**src/rtl/imem_program_loader_if.sv**
```systemverilog
// Byte stream and instruction-memory write bus for the program loader.
// The slave modport is the loader's view; master is the stream source / memory side.
interface imem_program_loader_if;
  logic [7:0]  Byte_In;
  logic        Byte_Valid;
  logic        Byte_Ready;
  logic        Wr_En;
  logic [15:0] Wr_Adr;
  logic [31:0] Wr_Data;

  modport master (
    output Byte_In, Byte_Valid,
    input  Byte_Ready, Wr_En, Wr_Adr, Wr_Data
  );

  modport slave (
    input  Byte_In, Byte_Valid,
    output Byte_Ready, Wr_En, Wr_Adr, Wr_Data
  );
endinterface

```
**src/rtl/imem_program_loader.sv**
```systemverilog
// Instruction memory program loader: takes a 16-bit word count header followed
// by big-endian 32-bit words from a byte stream, writes them to consecutive
// even addresses and keeps the CPU core in reset until the load completes.
//
// state    | meaning
// ---------+---------------------------------------------------------
// IDLE     | after reset, waiting for Start; core held
// HDR_HI   | receiving word count bits 15:8
// HDR_LO   | receiving word count bits 7:0, then range check
// DATA     | receiving the four bytes of the current word
// WRITE    | one-cycle memory write strobe for the assembled word
// DONE     | program loaded, core released
// ERR      | header rejected; core held, stream stalled
module imem_program_loader #(
  parameter logic [15:0] BASE_ADR  = 16'h0000,
  parameter int          MAX_WORDS = 256
) (
  input  logic                        Clock_Puls,
  input  logic                        Reset,
  input  logic                        Start,
  imem_program_loader_if.slave        bus,
  output logic                        CPU_Hold,
  output logic                        Done,
  output logic                        Error
);

  typedef enum logic [2:0] {
    S_IDLE,
    S_HDR_HI,
    S_HDR_LO,
    S_DATA,
    S_WRITE,
    S_DONE,
    S_ERR
  } state_t;

  localparam logic [15:0] MAX_W16 = 16'(MAX_WORDS);

  state_t      state_q, state_d;
  logic [7:0]  count_hi_q;
  logic [15:0] remaining_q;
  logic [1:0]  byte_idx_q;
  logic [23:0] shift_q;
  logic [15:0] wr_adr_q;
  logic [31:0] wr_data_q;

  logic        xfer;
  logic        restart;
  logic [15:0] hdr_count;

  assign bus.Byte_Ready = (state_q == S_HDR_HI) || (state_q == S_HDR_LO) || (state_q == S_DATA);
  assign bus.Wr_En      = (state_q == S_WRITE);
  assign bus.Wr_Adr     = wr_adr_q;
  assign bus.Wr_Data    = wr_data_q;
  assign CPU_Hold       = (state_q != S_DONE);
  assign Done           = (state_q == S_DONE);
  assign Error          = (state_q == S_ERR);

  assign xfer      = bus.Byte_Valid && bus.Byte_Ready;
  assign restart   = Start && ((state_q == S_IDLE) || (state_q == S_DONE) || (state_q == S_ERR));
  assign hdr_count = {count_hi_q, bus.Byte_In};

  // State register.
  always_ff @(posedge Clock_Puls or posedge Reset) begin
    if (Reset) state_q <= S_IDLE;
    else       state_q <= state_d;
  end

  // Next-state decode.
  always_comb begin
    state_d = state_q;
    case (state_q)
      S_IDLE, S_DONE, S_ERR: if (Start) state_d = S_HDR_HI;
      S_HDR_HI:              if (xfer) state_d = S_HDR_LO;
      S_HDR_LO: begin
        if (xfer) begin
          if ((hdr_count == 16'd0) || (hdr_count > MAX_W16)) state_d = S_ERR;
          else                                                state_d = S_DATA;
        end
      end
      S_DATA:                if (xfer && (byte_idx_q == 2'd3)) state_d = S_WRITE;
      // remaining still counts the word being written here
      S_WRITE:               state_d = (remaining_q == 16'd1) ? S_DONE : S_DATA;
      default:               state_d = S_IDLE;
    endcase
  end

  // Header capture, word assembly, write address and word count bookkeeping.
  always_ff @(posedge Clock_Puls or posedge Reset) begin
    if (Reset) begin
      count_hi_q  <= 8'h00;
      remaining_q <= 16'h0000;
      byte_idx_q  <= 2'd0;
      shift_q     <= 24'h000000;
      wr_adr_q    <= BASE_ADR;
      wr_data_q   <= 32'h0000_0000;
    end else begin
      if (restart) begin
        wr_adr_q   <= BASE_ADR;
        byte_idx_q <= 2'd0;
      end
      if ((state_q == S_HDR_HI) && xfer) count_hi_q <= bus.Byte_In;
      if ((state_q == S_HDR_LO) && xfer) remaining_q <= hdr_count;
      if ((state_q == S_DATA) && xfer) begin
        shift_q    <= {shift_q[15:0], bus.Byte_In};
        byte_idx_q <= byte_idx_q + 2'd1;
        // word output only changes when a complete word is ready
        if (byte_idx_q == 2'd3) wr_data_q <= {shift_q, bus.Byte_In};
      end
      if (state_q == S_WRITE) begin
        wr_adr_q    <= wr_adr_q + 16'd2;
        remaining_q <= remaining_q - 16'd1;
      end
    end
  end

endmodule

```
**src/flat_wrapper.sv**
```systemverilog
// flat-port wrapper written by rule: the top's interface ports become plain ports
module imem_program_loader_flat 
#(
  parameter logic [15:0] BASE_ADR  = 16'h0000,
  parameter int          MAX_WORDS = 256
)
  (Clock_Puls, Reset, Start, CPU_Hold, Done, Error, bus_Byte_In, bus_Byte_Valid, bus_Byte_Ready, bus_Wr_En, bus_Wr_Adr, bus_Wr_Data);
  imem_program_loader_if bus_i ();
  input  logic Clock_Puls;
  input  logic Reset;
  input  logic Start;
  output logic CPU_Hold;
  output logic Done;
  output logic Error;
  input wire logic [$bits(bus_i.Byte_In)-1:0] bus_Byte_In;
  input wire logic [$bits(bus_i.Byte_Valid)-1:0] bus_Byte_Valid;
  output wire logic [$bits(bus_i.Byte_Ready)-1:0] bus_Byte_Ready;
  output wire logic [$bits(bus_i.Wr_En)-1:0] bus_Wr_En;
  output wire logic [$bits(bus_i.Wr_Adr)-1:0] bus_Wr_Adr;
  output wire logic [$bits(bus_i.Wr_Data)-1:0] bus_Wr_Data;
  assign bus_i.Byte_In = bus_Byte_In;
  assign bus_i.Byte_Valid = bus_Byte_Valid;
  assign bus_Byte_Ready = bus_i.Byte_Ready;
  assign bus_Wr_En = bus_i.Wr_En;
  assign bus_Wr_Adr = bus_i.Wr_Adr;
  assign bus_Wr_Data = bus_i.Wr_Data;
  imem_program_loader #(.BASE_ADR(BASE_ADR), .MAX_WORDS(MAX_WORDS)) u_core (.Clock_Puls(Clock_Puls), .Reset(Reset), .Start(Start), .bus(bus_i), .CPU_Hold(CPU_Hold), .Done(Done), .Error(Error));
endmodule
```
**config.mk**
```make
export PLATFORM = sky130hd
export DESIGN_NAME = imem_program_loader_flat
export DESIGN_NICKNAME = d
export VERILOG_FILES = /design/src/rtl/imem_program_loader_if.sv /design/src/rtl/imem_program_loader.sv /design/src/flat_wrapper.sv
export SDC_FILE = /design/constraint.sdc
export NUM_CORES = 1
export LEC_CHECK = 0
export ABC_AREA = 0
export CAP_MARGIN = 15
export CORE_ASPECT_RATIO = 1.5
export CORE_MARGIN = 2
export CORE_UTILIZATION = 56
export CTS_BUF_LIST = sky130_fd_sc_hd__clkbuf_8
export CTS_CLUSTER_DIAMETER = 100
export DETAILED_ROUTE_END_ITERATION = 10
export PLACE_DENSITY = 0.8
export SYNTH_ARGS = -nofsm -noshare
export SYNTH_HDL_FRONTEND = slang
export SYNTH_SLANG_ARGS = --single-unit
```
**constraint.sdc**
```tcl
create_clock -name Clock_Puls -period 4 [get_ports Clock_Puls]
set_input_delay 0.6 -clock Clock_Puls [delete_from_list [all_inputs] [get_ports Clock_Puls]]
set_output_delay 0.6 -clock Clock_Puls [all_outputs]
set_load 0.02 [all_outputs]
```
==> results of run 1 <==
## worst max-delay path: cells and delay by family, from the launching register on
kind	cells	cell delay [ns]
buffers and inverters	2	0.87
flip-flops	1	0.55
AND/OR/NAND/NOR	1	0.67
## cell type report
| type | count | share of cell area [%] |
|---|---|---|
| multi-input combinational | 240 | 34.9 |
| sequential | 100 | 46.1 |
| clock inverter | 6 | 1.17 |
| clock buffer | 9 | 2.28 |
| tap | 105 | 2.42 |
| timing repair buffer | 68 | 12.3 |
| inverter | 10 | 0.829 |
## cell usage after synthesis, types with 6 or more instances
library cell,n,share of area [%]
clkbuf_1,9,0.75
dfrtp_1,100,55
inv_1,9,0.75
mux2_2,64,16
mux2i_1,7,1.5
nand2_1,28,2.3
nand3_1,13,1.4
nand4_1,6,0.83
nor2_1,14,1.2
nor4_1,6,0.83
o211ai_1,10,1.7
o21ai_0,9,1.0
o311ai_0,7,1.4
## cell families (layout without fill, tap and decap cells)
logic type	count (synthesis)	in the layout	share of synthesized area, %
xor+xnor	6	6	1.16
other cells	1	1	0.0829
simple gates	106	106	13.6
fa+ha+maj	4	4	1.11
flops	100	100	55.3
mux	71	71	17.5
compound gates	52	52	8.44
buf+inv	27	93	2.82
## power groups by stage
stage,clock (uW),sequential (uW),combinational [uW]
after global placement,0,1640,1080
after detailed placement,0,1670,1120
final,631,1650,1120
after floorplan,0,1640,757
after global routing,696,1700,1220
after CTS,645,1650,1130
## layer usage
layer / routed length, um / track usage (%) / part of all wire (%)
met1: 3840 / 28.7 / 41
met4: 387 / 13.3 / 4.2
met3: 384 / 4.81 / 4.1
met2: 4680 / 36.8 / 50
met5: 0 / 0 / 0
## final timing paths
kind,start,to,slack [ns],cells past startpoint
worst min register to register,u_core.bus.Wr_Adr[15]$_DFFE_PP0P_,u_core.bus.Wr_Adr[15]$_DFFE_PP0P_,0.48,1
worst max register to register,u_core.state_q[1]$_DFFE_PP0P_,u_core.remaining_q[8]$_DFFE_PP0P_,1.63,5
max in group asynchronous,Reset,u_core.bus.Wr_Data[17]$_DFFE_PP0P_,2.51,3
worst max-delay path,u_core.state_q[1]$_DFFE_PP0P_,bus_Wr_En,0.93,3
min in group asynchronous,Reset,u_core.bus.Wr_Data[22]$_DFFE_PP0P_,0.68,2
worst min-delay path,u_core.bus.Wr_Adr[15]$_DFFE_PP0P_,u_core.bus.Wr_Adr[15]$_DFFE_PP0P_,0.48,1
## metrics by stage
| step | total power, uW | utilization [%] | hold slack [ns] |
|---|---|---|---|
| after CTS | 3430 | 68.7 | 0.478 |
| after global placement | 2720 | 66.3 | 0.459 |
| after detailed placement | 2790 | 66.3 | 0.466 |
| after floorplan | 2390 | - | 0.467 |
| after global routing | 3620 | 68.7 | 0.513 |
| final | 3410 | 68.7 | 0.479 |
## registers in the layout (all words and copies together) (netlist names)
name,flops
u_core.bus.Wr_Adr,15
u_core.bus.Wr_Data,32
u_core.byte_idx_q,2
u_core.count_hi_q,8
u_core.remaining_q,16
u_core.shift_q,24
u_core.state_q,3
==> summary.txt, run 1 <==
N_diodes = 0
Worst-margin pin slew = 0.954 ns
Number of vias in the routed layout = 3,188
Reg area = 0.00250 sq mm
Worst path slowest cell = or3b_1
Layout Skew = 0.0121 ns
First-pass GRT wire length = 15,500 um
TritonCTS clock tree = yes
Placed Area = 0.00525 sq mm
Worst vdd ir = 461 uV
Chip height = 114 um
Drt total wl = 9290 um
Starting Density = 57.2%
Final Setup Violations = 0
Dpl cells = 523
Worst-path clk slew = 0.09 ns
Die area = 0.00882 sq mm
Initial antenna violation count = 0
Commonest non-fill, non-tap cells in the layout = dfrtp_1 (100), mux2_2 (64), clkdlybuf4s50_1 (63)
Startpoint Class = flip-flop
Rows = 40
Top_reg_cell synth = dfrtp_1
Final setup TNS = 0 ns
Post-synth EDFFs = 0
Period utilisation layout = 76.7%
Multi-input logic area = 0.00190 sq mm
Ports = 65
Worst min path class = reg -> reg
Syn_nets = 383
Yosys cell types = 57
Horiz. Die Dim = 77.4 um
GP Congestion = 0.901
Final Hold Viols = 0
Leak = 0.00243 uW
Post-cts sizing count = 0
Hold_buf cts = 0
Clock Path Buffers = 2
Fillers = 619
Relative max-transition margin = 36.1%
Port buffer count = 63
Fin. max-slew vios = 0
Synthesis-to-layout area growth = 20.1%
Critical Path RT = 3.40 ns
Worst EP arrival = 2.47 ns
Max-cap violations = 0
Drt wl/cell = 17.3 um
YS warnings = 0
DR iter-0 viols = 214
Status = finished, final reports clean
Final net count = 445
DR vias/cell = 5.93
Vias in the first global route = 3,054
Antenna viol nets, final = 0
Largest net degree at the start of global routing = 57
Clock Tree Root = clkbuf_8
Sequential-to-total area share from yosys stat = 55.3%
Fraction of layout cells with a size suffix above 1 = 21.2%
Min Tclk post-route = 3.07 ns
GRT Resource Usage Total = 22.9%
Most common cell after layout, fill and taps aside = dfrtp_1
Final Non-Filler Cells = 538
Clock share of power = 18.5%
Worst Setup End Kind = output pin
Sw Ratio = 35.6%
Pre-CTS setup slack = 1.36 ns
RSZ-0062 raised after global routing = no
Max incr delay on CP = 0.67 ns
Seq pwr share = 48.5%
Setup bufs post-CTS = 0
Skew-Pair Late Insertion Delay = 0.38 ns
Post-Syn Instances = 367
Switch Pwr = 1210 uW
Total CTS buffers = 9
# clock sinks = 100
Worst Setup Slack, final = 0.932 ns
Power density over cell area = 627 mW/mm^2
Yosys reg bits = 100
Pint = 2190 uW
Core Footprint = 0.00791 sq mm
DR pass1 iterations = 4
Netlist area before placement = 0.00452 sq mm
Critical path class = reg -> out
HPWL after DPL = 6540 um
Mapped Avg Cell Area = 12.3 sq um
Critical path fanouts, max = 16
Post-route cell area = 0.00543 sq mm
Logic pwr share = 33.0%
Worst path cell trace = or3b_1 > clkinv_4 > clkdlybuf4s50_1
Gr ovfl total = 0
H-tree depth = 3
Residual DRC = 0
Max Freq = 326 MHz
Fraction of registers with async set/reset = 100%
(Power assumes the default switching activity.)
==> run 2: changes to the inputs <==
Clock period 4 ns to 2.9 ns, I/O delays scaled along.
==> run 2 against run 1 <==
  * Sequential share of layout area is 0.53 points lower
  * Final area is 1.2% higher
  * Clock skew is 0.0032 ns lower
  * Die area stayed put
  * Hold slack better by 0.0081 ns
  * Final cell count is 0.37% higher
  * Count of clock-buffer cells in the layout stayed put
  * First-iteration DRC count is 16% lower
  * Via count is 1.9% higher
  * Worst setup slack worse by 0.66 ns
==> summary.txt, run 2 (synthesis gave the netlist of run 1 again) <==
Status = finished, final reports clean
Hold_buf cts = 0
Most common cell after layout, fill and taps aside = dfrtp_1
Placed Area = 0.00527 sq mm
Core Footprint = 0.00791 sq mm
GP Congestion = 0.862
Sw Ratio = 35.6%
DR vias/cell = 6.01
Critical path fanouts, max = 11
Clock Tree Root = clkbuf_8
Vias in the first global route = 3,173
Reg2reg setup slack = 0.77 ns
Period utilisation layout = 90.6%
Clock share of power = 20.9%
DR iter-0 viols = 180
Post-layout util = 69.5%
Critical path class = reg -> out
GRT Max-Usage Layer = met2
Gr ovfl total = 0
Max Freq = 380 MHz
Dpl cells = 524
Die area = 0.00882 sq mm
Final net count = 446
Worst EP arrival = 2.19 ns
Rows = 40
Final Non-Filler Cells = 540
TritonCTS clock tree = yes
Switch Pwr = 1730 uW
Post-route cell area = 0.00550 sq mm
GR Layer Usage met1 = 29.6%
Port buffer count = 63
Worst min path class = reg -> reg
Clock Path Buffers = 2
Logic pwr share = 31.8%
Global routing usage on met3 = 4.97%
Critical Path RT = 2.47 ns
Largest register FFs = 32
Power density over cell area = 886 mW/mm^2
Fraction of layout cells with a size suffix above 1 = 21.8%
Horiz. Die Dim = 77.4 um
Pint = 3140 uW
Starting Density = 57.2%
Initial antenna violation count = 0
Number of vias in the routed layout = 3,248
GR Layer Usage met2 = 38.5%
RSZ-0062 raised after global routing = no
Commonest non-fill, non-tap cells in the layout = dfrtp_1 (100), mux2_2 (64), clkdlybuf4s50_1 (63)
Ports = 65
Relative max-transition margin = 41.1%
First-pass GRT wire length = 16,000 um
Startpoint Class = flip-flop
# clock sinks = 100
Worst-path clk slew = 0.10 ns
Layout Skew = 0.00881 ns
H-tree depth = 3
N_diodes = 0
Chip height = 114 um
Residual DRC = 0
Total CTS buffers = 9
Seq pwr share = 47.3%
Post-cts sizing count = 0
Final Setup Violations = 0
Worst-margin pin slew = 0.880 ns
Fin. max-slew vios = 0
GRT Resource Usage Total = 23.2%
Final Hold Viols = 0
Min Tclk post-route = 2.63 ns
Drt total wl = 9660 um
Worst vdd ir = 622 uV
Antenna viol nets, final = 0
Setup bufs post-CTS = 0
Skew-Pair Late Insertion Delay = 0.37 ns
Worst Setup End Kind = output pin
DR pass1 iterations = 4
Fillers = 614
Largest net degree at the start of global routing = 52
HPWL after DPL = 6610 um
Final setup TNS = 0 ns
Drt wl/cell = 17.9 um
Max-cap violations = 0
Synthesis-to-layout area growth = 21.6%
Leak = 0.00246 uW
==> run 2: cell count changes in the layout (fill, tap and decap cells not counted), sizes merged <==
cell    before  now
buf          5    6
clkinv       2    3
bufinv       1    2
inv         12   11
==> run 2: worst max-delay path, stage by stage, from the launching register on <==
cell             delay, ns
dfrtp_1               0.59
inv_1                 0.15
nor3_1                0.39
clkdlybuf4s50_1       0.69
==> run 2: layer usage <==
metal	share of wire, %	vias to the layer above	wire (um)
li1	-	1485	-
met1	41	1634	3990
met2	51	106	4960
met3	4.1	23	393
met4	3.2	0	313
met5	0	-	0
==> run 2: power by group through the flow <==
stage	Sequential, uW	Combinational (uW)	Clock, uW
6_report	2300	1550	1020
5_1_grt	2360	1690	1100
4_1_cts	2290	1560	1030
3_5_place_dp	2310	1550	0
3_3_place_gp	2270	1500	0
2_1_floorplan	2260	1040	0
==> run 2: final cells by class <==
class | instances | area, sq um | share of cell area (%)
timing repair buffer | 69 | 688 | 12.5
clock buffer | 9 | 124 | 2.25
sequential | 100 | 2500 | 45.5
clock inverter | 7 | 106 | 1.93
multi-input combinational | 240 | 1900 | 34.5
inverter | 10 | 46.3 | 0.842
tap | 105 | 131 | 2.39
==> run 2: metrics by stage <==
stage | worst slack [ns] | power, uW | hold slack (ns)
global placement | 0.726 | 3770 | 0.459
detailed placement | 0.687 | 3860 | 0.474
finish | 0.271 | 4870 | 0.487
global route | 0.199 | 5150 | 0.522
floorplan | 1.08 | 3300 | 0.467
CTS | 0.282 | 4880 | 0.488
==> run 2: worst paths after layout <==
kind | from | endpoint | cells past startpoint
worst max-delay path | u_core.state_q[0]$_DFFE_PP0P_ | Done | 3
worst min-delay path | u_core.bus.Wr_Adr[15]$_DFFE_PP0P_ | u_core.bus.Wr_Adr[15]$_DFFE_PP0P_ | 1
worst max register to register | u_core.state_q[1]$_DFFE_PP0P_ | u_core.remaining_q[12]$_DFFE_PP0P_ | 5
worst min register to register | u_core.bus.Wr_Adr[15]$_DFFE_PP0P_ | u_core.bus.Wr_Adr[15]$_DFFE_PP0P_ | 1
max in group asynchronous | Reset | u_core.remaining_q[5]$_DFFE_PP0P_ | 3
min in group asynchronous | Reset | u_core.bus.Wr_Data[30]$_DFFE_PP0P_ | 2
==> run 3: changes to the inputs <==
Settings changed: PLACE_DENSITY 0.8 to 0.93.
==> run 3 against run 2 <==
  * Critical path type unchanged
  * Hold slack improved by 0.019 ns
  * Wire length fell by 1.6%
  * Worst setup slack improved by 0.0090 ns
  * Register-to-register slack got worse by 0.24 ns
  * Count of clock-buffer cells in the layout rose by 1
  * Non-clock buffer count rose by 1
  * Via count fell by 0.83%
  * Utilization rose by 0.17 points
  * Critical path depth did not move
  * Flip-flop and latch count did not move
  * Combinational power barely moved
==> summary.txt, run 3 (synthesis gave the netlist of run 1 again) <==
DR pass1 iterations = 4
Status = finished, final reports clean
Period utilisation layout = 90.3%
Worst-path clk slew = 0.09 ns
GP Congestion = 0.875
WP buf/inv = 2
Antenna viol nets, final = 0
RSZ-0062 raised after global routing = no
Horiz. Die Dim = 77.4 um
Final Setup Violations = 0
First-pass GRT wire length = 15,900 um
GRT Resource Usage Total = 22.9%
Max Freq = 382 MHz
Max-cap violations = 0
H-tree depth = 3
Leak = 0.00247 uW
Startpoint Class = flip-flop
Post-cts sizing count = 0
Rows = 40
Commonest non-fill, non-tap cells in the layout = dfrtp_1 (100), mux2_2 (64), clkdlybuf4s50_1 (63)
Final net count = 447
Worst Setup End Kind = output pin
Skew-Pair Late Insertion Delay = 0.37 ns
Initial antenna violation count = 0
DR iter-0 viols = 317
Final setup TNS = 0 ns
Core Footprint = 0.00791 sq mm
Gr ovfl total = 0
Clock Tree Root = clkbuf_8
TritonCTS clock tree = yes
Largest net degree at the start of global routing = 38
Setup bufs post-CTS = 0
# clock sinks = 100
Starting Density = 57.2%
Drt total wl = 9500 um
Final Hold Viols = 0
Residual DRC = 0
Worst vdd ir = 559 uV
Die area = 0.00882 sq mm
Worst EP arrival = 2.18 ns
HPWL after DPL = 6790 um
Worst path slowest cell = clkdlybuf4s50_1
DR vias/cell = 5.95
CP top delay family = buffers and inverters
Hold_buf cts = 0
Most common cell after layout, fill and taps aside = dfrtp_1
Fin Hold WS = 0.506 ns
Power density over cell area = 880 mW/mm^2
Min Tclk post-route = 2.62 ns
Layout Skew = 0.0109 ns
Largest register FFs = 32
Fillers = 585
Total CTS buffers = 9
Critical Path RT = 2.47 ns
Worst-margin pin slew = 0.956 ns
Relative max-transition margin = 36.0%
Max incr delay on CP = 0.62 ns
Ports = 65
Critical path class = reg -> out
Drt wl/cell = 17.6 um
N_diodes = 0
Worst min path class = reg -> reg
Chip height = 114 um
Number of vias in the routed layout = 3,221
Clock Path Buffers = 2
Port buffer count = 63
Fin. max-slew vios = 0
Worst path cell trace = or3b_1 > clkinv_4 > clkdlybuf4s50_1
Critical path fanouts, max = 16
Vias in the first global route = 3,215
Fraction of layout cells with a size suffix above 1 = 21.8%
Synthesis-to-layout area growth = 21.9%
==> run 3: cell count changes in the layout (fill, tap and decap cells not counted), sizes merged <==
cell and change:
clkinv -1, clkbuf +1, buf +1
==> run 3: worst paths after layout <==
path,slack (ns),start,cells after the start,to
setup / recovery,0.28,u_core.state_q[1]$_DFFE_PP0P_,3,bus_Wr_En
hold / removal,0.51,u_core.shift_q[23]$_DFFE_PP0P_,1,u_core.shift_q[23]$_DFFE_PP0P_
setup reg to reg,0.53,u_core.state_q[1]$_DFFE_PP0P_,5,u_core.remaining_q[12]$_DFFE_PP0P_
hold reg to reg,0.51,u_core.shift_q[23]$_DFFE_PP0P_,1,u_core.shift_q[23]$_DFFE_PP0P_
max in group asynchronous,1.74,Reset,3,u_core.bus.Wr_Adr[4]$_DFFE_PP0P_
min in group asynchronous,0.54,Reset,2,u_core.shift_q[20]$_DFFE_PP0P_
==> run 3: metal layers <==
layer / track usage, % / up-vias / wire length [um]
met2: 37.8 / 104 / 4930
li1: - / 1483 / -
met5: 0 / - / 0
met3: 4.50 / 24 / 378
met4: 10.6 / 0 / 282
met1: 29.4 / 1610 / 3910
==> run 3: worst register-to-register path, cell delays in order, from the launching register on <==
cell,delay (ns)
dfrtp_1,0.54
or3b_1,0.49
buf_4,0.22
nor3b_1,0.46
a211oi_1,0.18
a311oi_1,0.36
==> run 3: power breakdown <==
| part | switching (uW) | total (uW) | internal [uW] |
|---|---|---|---|
| logic | 782 | 1570 | 790 |
| registers | 433 | 2280 | 1850 |
| clock network | 480 | 991 | 511 |
| total | 1700 | 4850 | 3150 |
==> run 3: cell type report <==
cell class / count / area [sq um] / share of cell area [%]
clock inverter: 6 / 86.3 / 1.57
multi-input combinational: 240 / 1900 / 34.4
inverter: 10 / 46.3 / 0.840
sequential: 100 / 2500 / 45.4
clock buffer: 10 / 138 / 2.50
timing repair buffer: 70 / 708 / 12.9
tap: 105 / 131 / 2.38
==> run 3: stage by stage <==
step	util (%)	cell area [sq um]	instances	worst slack [ns]	total power, uW
6_report	69.7	5510	541	0.280	4850
5_1_grt	69.7	5510	541	0.187	5130
4_1_cts	69.7	5510	541	0.294	4860
3_5_place_dp	66.9	5290	525	0.566	3870
3_3_place_gp	66.9	5290	525	0.722	3740
2_1_floorplan	-	4530	367	1.08	3300
==> RTL edit, RTL diff (config.mk and constraints of run 2) <==
Re-encode `state_t` (7 states) as one-hot, 7 bits wide.
--- a/src/rtl/imem_program_loader.sv
+++ b/src/rtl/imem_program_loader.sv
@@ -26,10 +26,10 @@
 
-  typedef enum logic [2:0] {
-    S_IDLE,
-    S_HDR_HI,
-    S_HDR_LO,
-    S_DATA,
-    S_WRITE,
-    S_DONE,
-    S_ERR
+  typedef enum logic [6:0] {
+    S_IDLE   = 7'b0000001,
+    S_HDR_HI = 7'b0000010,
+    S_HDR_LO = 7'b0000100,
+    S_DATA   = 7'b0001000,
+    S_WRITE  = 7'b0010000,
+    S_DONE   = 7'b0100000,
+    S_ERR    = 7'b1000000
   } state_t;
Function: no difference found for any inputs over 10 cycles, from zero or initial values and one cycle with Reset high; not proved beyond that.
==> RTL edit against run 2 <==
  * Synthesized area rose by 6.0%
  * Final cell count grew 14%
  * Fmax is 5.6% lower
  * Sequential cell count is 4 higher
  * Routed wire length increased by 2.5%
  * Cell area is 4.0% higher
  * Setup slack worse by 160 ps
Power is not compared: it rests on default switching activity, and its combinational part moved more than twofold at a synthesized area within 25%.
==> RTL edit: results (changes against run 2) <==
\begin{tabular}{lr}
\hline
Metric & Value \\
\hline
\multicolumn{2}{l}{\textbf{Run status}} \\
\quad Status & complete, no violations \\
\multicolumn{2}{l}{\textbf{Final layout}} \\
\quad Share of the final layout cell area in multi-input gates & 35.5\% (+0.99 points) \\
\quad Fill cell count & 623 (+1.5\%) \\
\quad Fraction of layout instances using a drive strength above 1 & 15.0\% (-6.8 points) \\
\quad Non-clock inverter count & 12 (+2) \\
\quad Buffer count excluding the clock tree in the final layout & 72 (+4.3\%) \\
\quad Net count, final & 517 (+16\%) \\
\quad Clock-cell share of area & 3.30\% (-0.88 points) \\
\multicolumn{2}{l}{\textbf{Placed design}} \\
\quad Final RePlAce weighted congestion & 0.930 (+7.8\%) \\
\quad Placed Cells incl. Taps & 597 (+14\%) \\
\quad Cell area after placement & 0.00553 mm2 (+5.0\%) \\
\multicolumn{2}{l}{\textbf{Route}} \\
\quad Drt total wl & 9900 um (+2.5\%) \\
\quad Initial detailed-routing violation count & 319 (+77\%) \\
\quad Routed length per placed instance & 16.1 um (-9.7\%) \\
\multicolumn{2}{l}{\textbf{Setup path}} \\
\quad Family of cells with the greatest summed delay on the critical path & simple AND/OR/NAND/NOR gates \\
\quad Worst endpoint data arrival time & 2350 ps (+160 ps) \\
\quad Worst flop-to-flop path endpoint & u\_core.bus.Wr\_Adr[15]\$\_DFFE\_PP0P\_ \\
\quad Startpoint of the most critical register-to-register path & u\_core.state\_q[6]\$\_DFFE\_PP0P\_ \\
\multicolumn{2}{l}{\textbf{Logic synthesis}} \\
\quad Part of the Yosys area used for sequential elements & 54.3\% (-1.0 points) \\
\quad Post-synthesis xor/xnor area fraction & 1.10\% (-0.066 points) \\
\quad Mux share of post-synthesis cell area & 12.1\% (-5.3 points) \\
\quad Number of distinct standard cells referenced by the synthesized netlist & 58 (+1.8\%) \\
\quad Number of instances in the synthesized netlist & 439 (+20\%) \\
\quad Ranking of synthesized cells by area & dfrtp\_1, mux2\_4, nand2\_1 \\
\multicolumn{2}{l}{\textbf{Hold path}} \\
\quad Instance count along the most critical hold path & 2 (+1) \\
\quad Hold Startpoint & u\_core.shift\_q[23]\$\_DFFE\_PP0P\_ \\
\quad Worst Hold End & u\_core.shift\_q[23]\$\_DFFE\_PP0P\_ \\
\multicolumn{2}{l}{\textbf{STA}} \\
\quad Worst clock skew & 11.4 ps (+2.58 ps) \\
\quad Final-layout worst hold slack & 486 ps (-1.59 ps) \\
\multicolumn{2}{l}{\textbf{Global route}} \\
\quad Maximum number of pins on one net before global-route repair & 105 (+100\%) \\
\quad Wire length of the first global-routing pass & 16800 um (+5.3\%) \\
\quad Overall global routing resource usage & 23.1\% (-0.13 points) \\
\multicolumn{2}{l}{\textbf{CTS}} \\
\quad Number of sinks on the clock net & 104 (+4.0\%) \\
\hline
\end{tabular}
-- RTL edit: how the worst max path moves through the flow --
stage / start / to / slack [ps] / cells past startpoint
after floorplan: u_core.state_q[1]$_DFFE_PP0P_ / Error / 680 / 3
after global placement: u_core.state_q[1]$_DFFE_PP0P_ / Error / 580 / 3
after detailed placement: u_core.state_q[6]$_DFFE_PP0P_ / bus_Byte_Ready / 520 / 4
after CTS: u_core.state_q[1]$_DFFE_PP0P_ / Error / 110 / 3
after global routing: u_core.state_q[1]$_DFFE_PP0P_ / Done / 3 / 5
final: u_core.state_q[1]$_DFFE_PP0P_ / Error / 110 / 3
-- RTL edit: routing by layer --
layer / GRT usage (%) / routed length [um] / share of wire, %
met5: 0 / 0 / 0
met4: 8.74 / 203 / 2.1
met2: 38.3 / 5080 / 51
met1: 30.4 / 4270 / 43
met3: 4.29 / 343 / 3.5
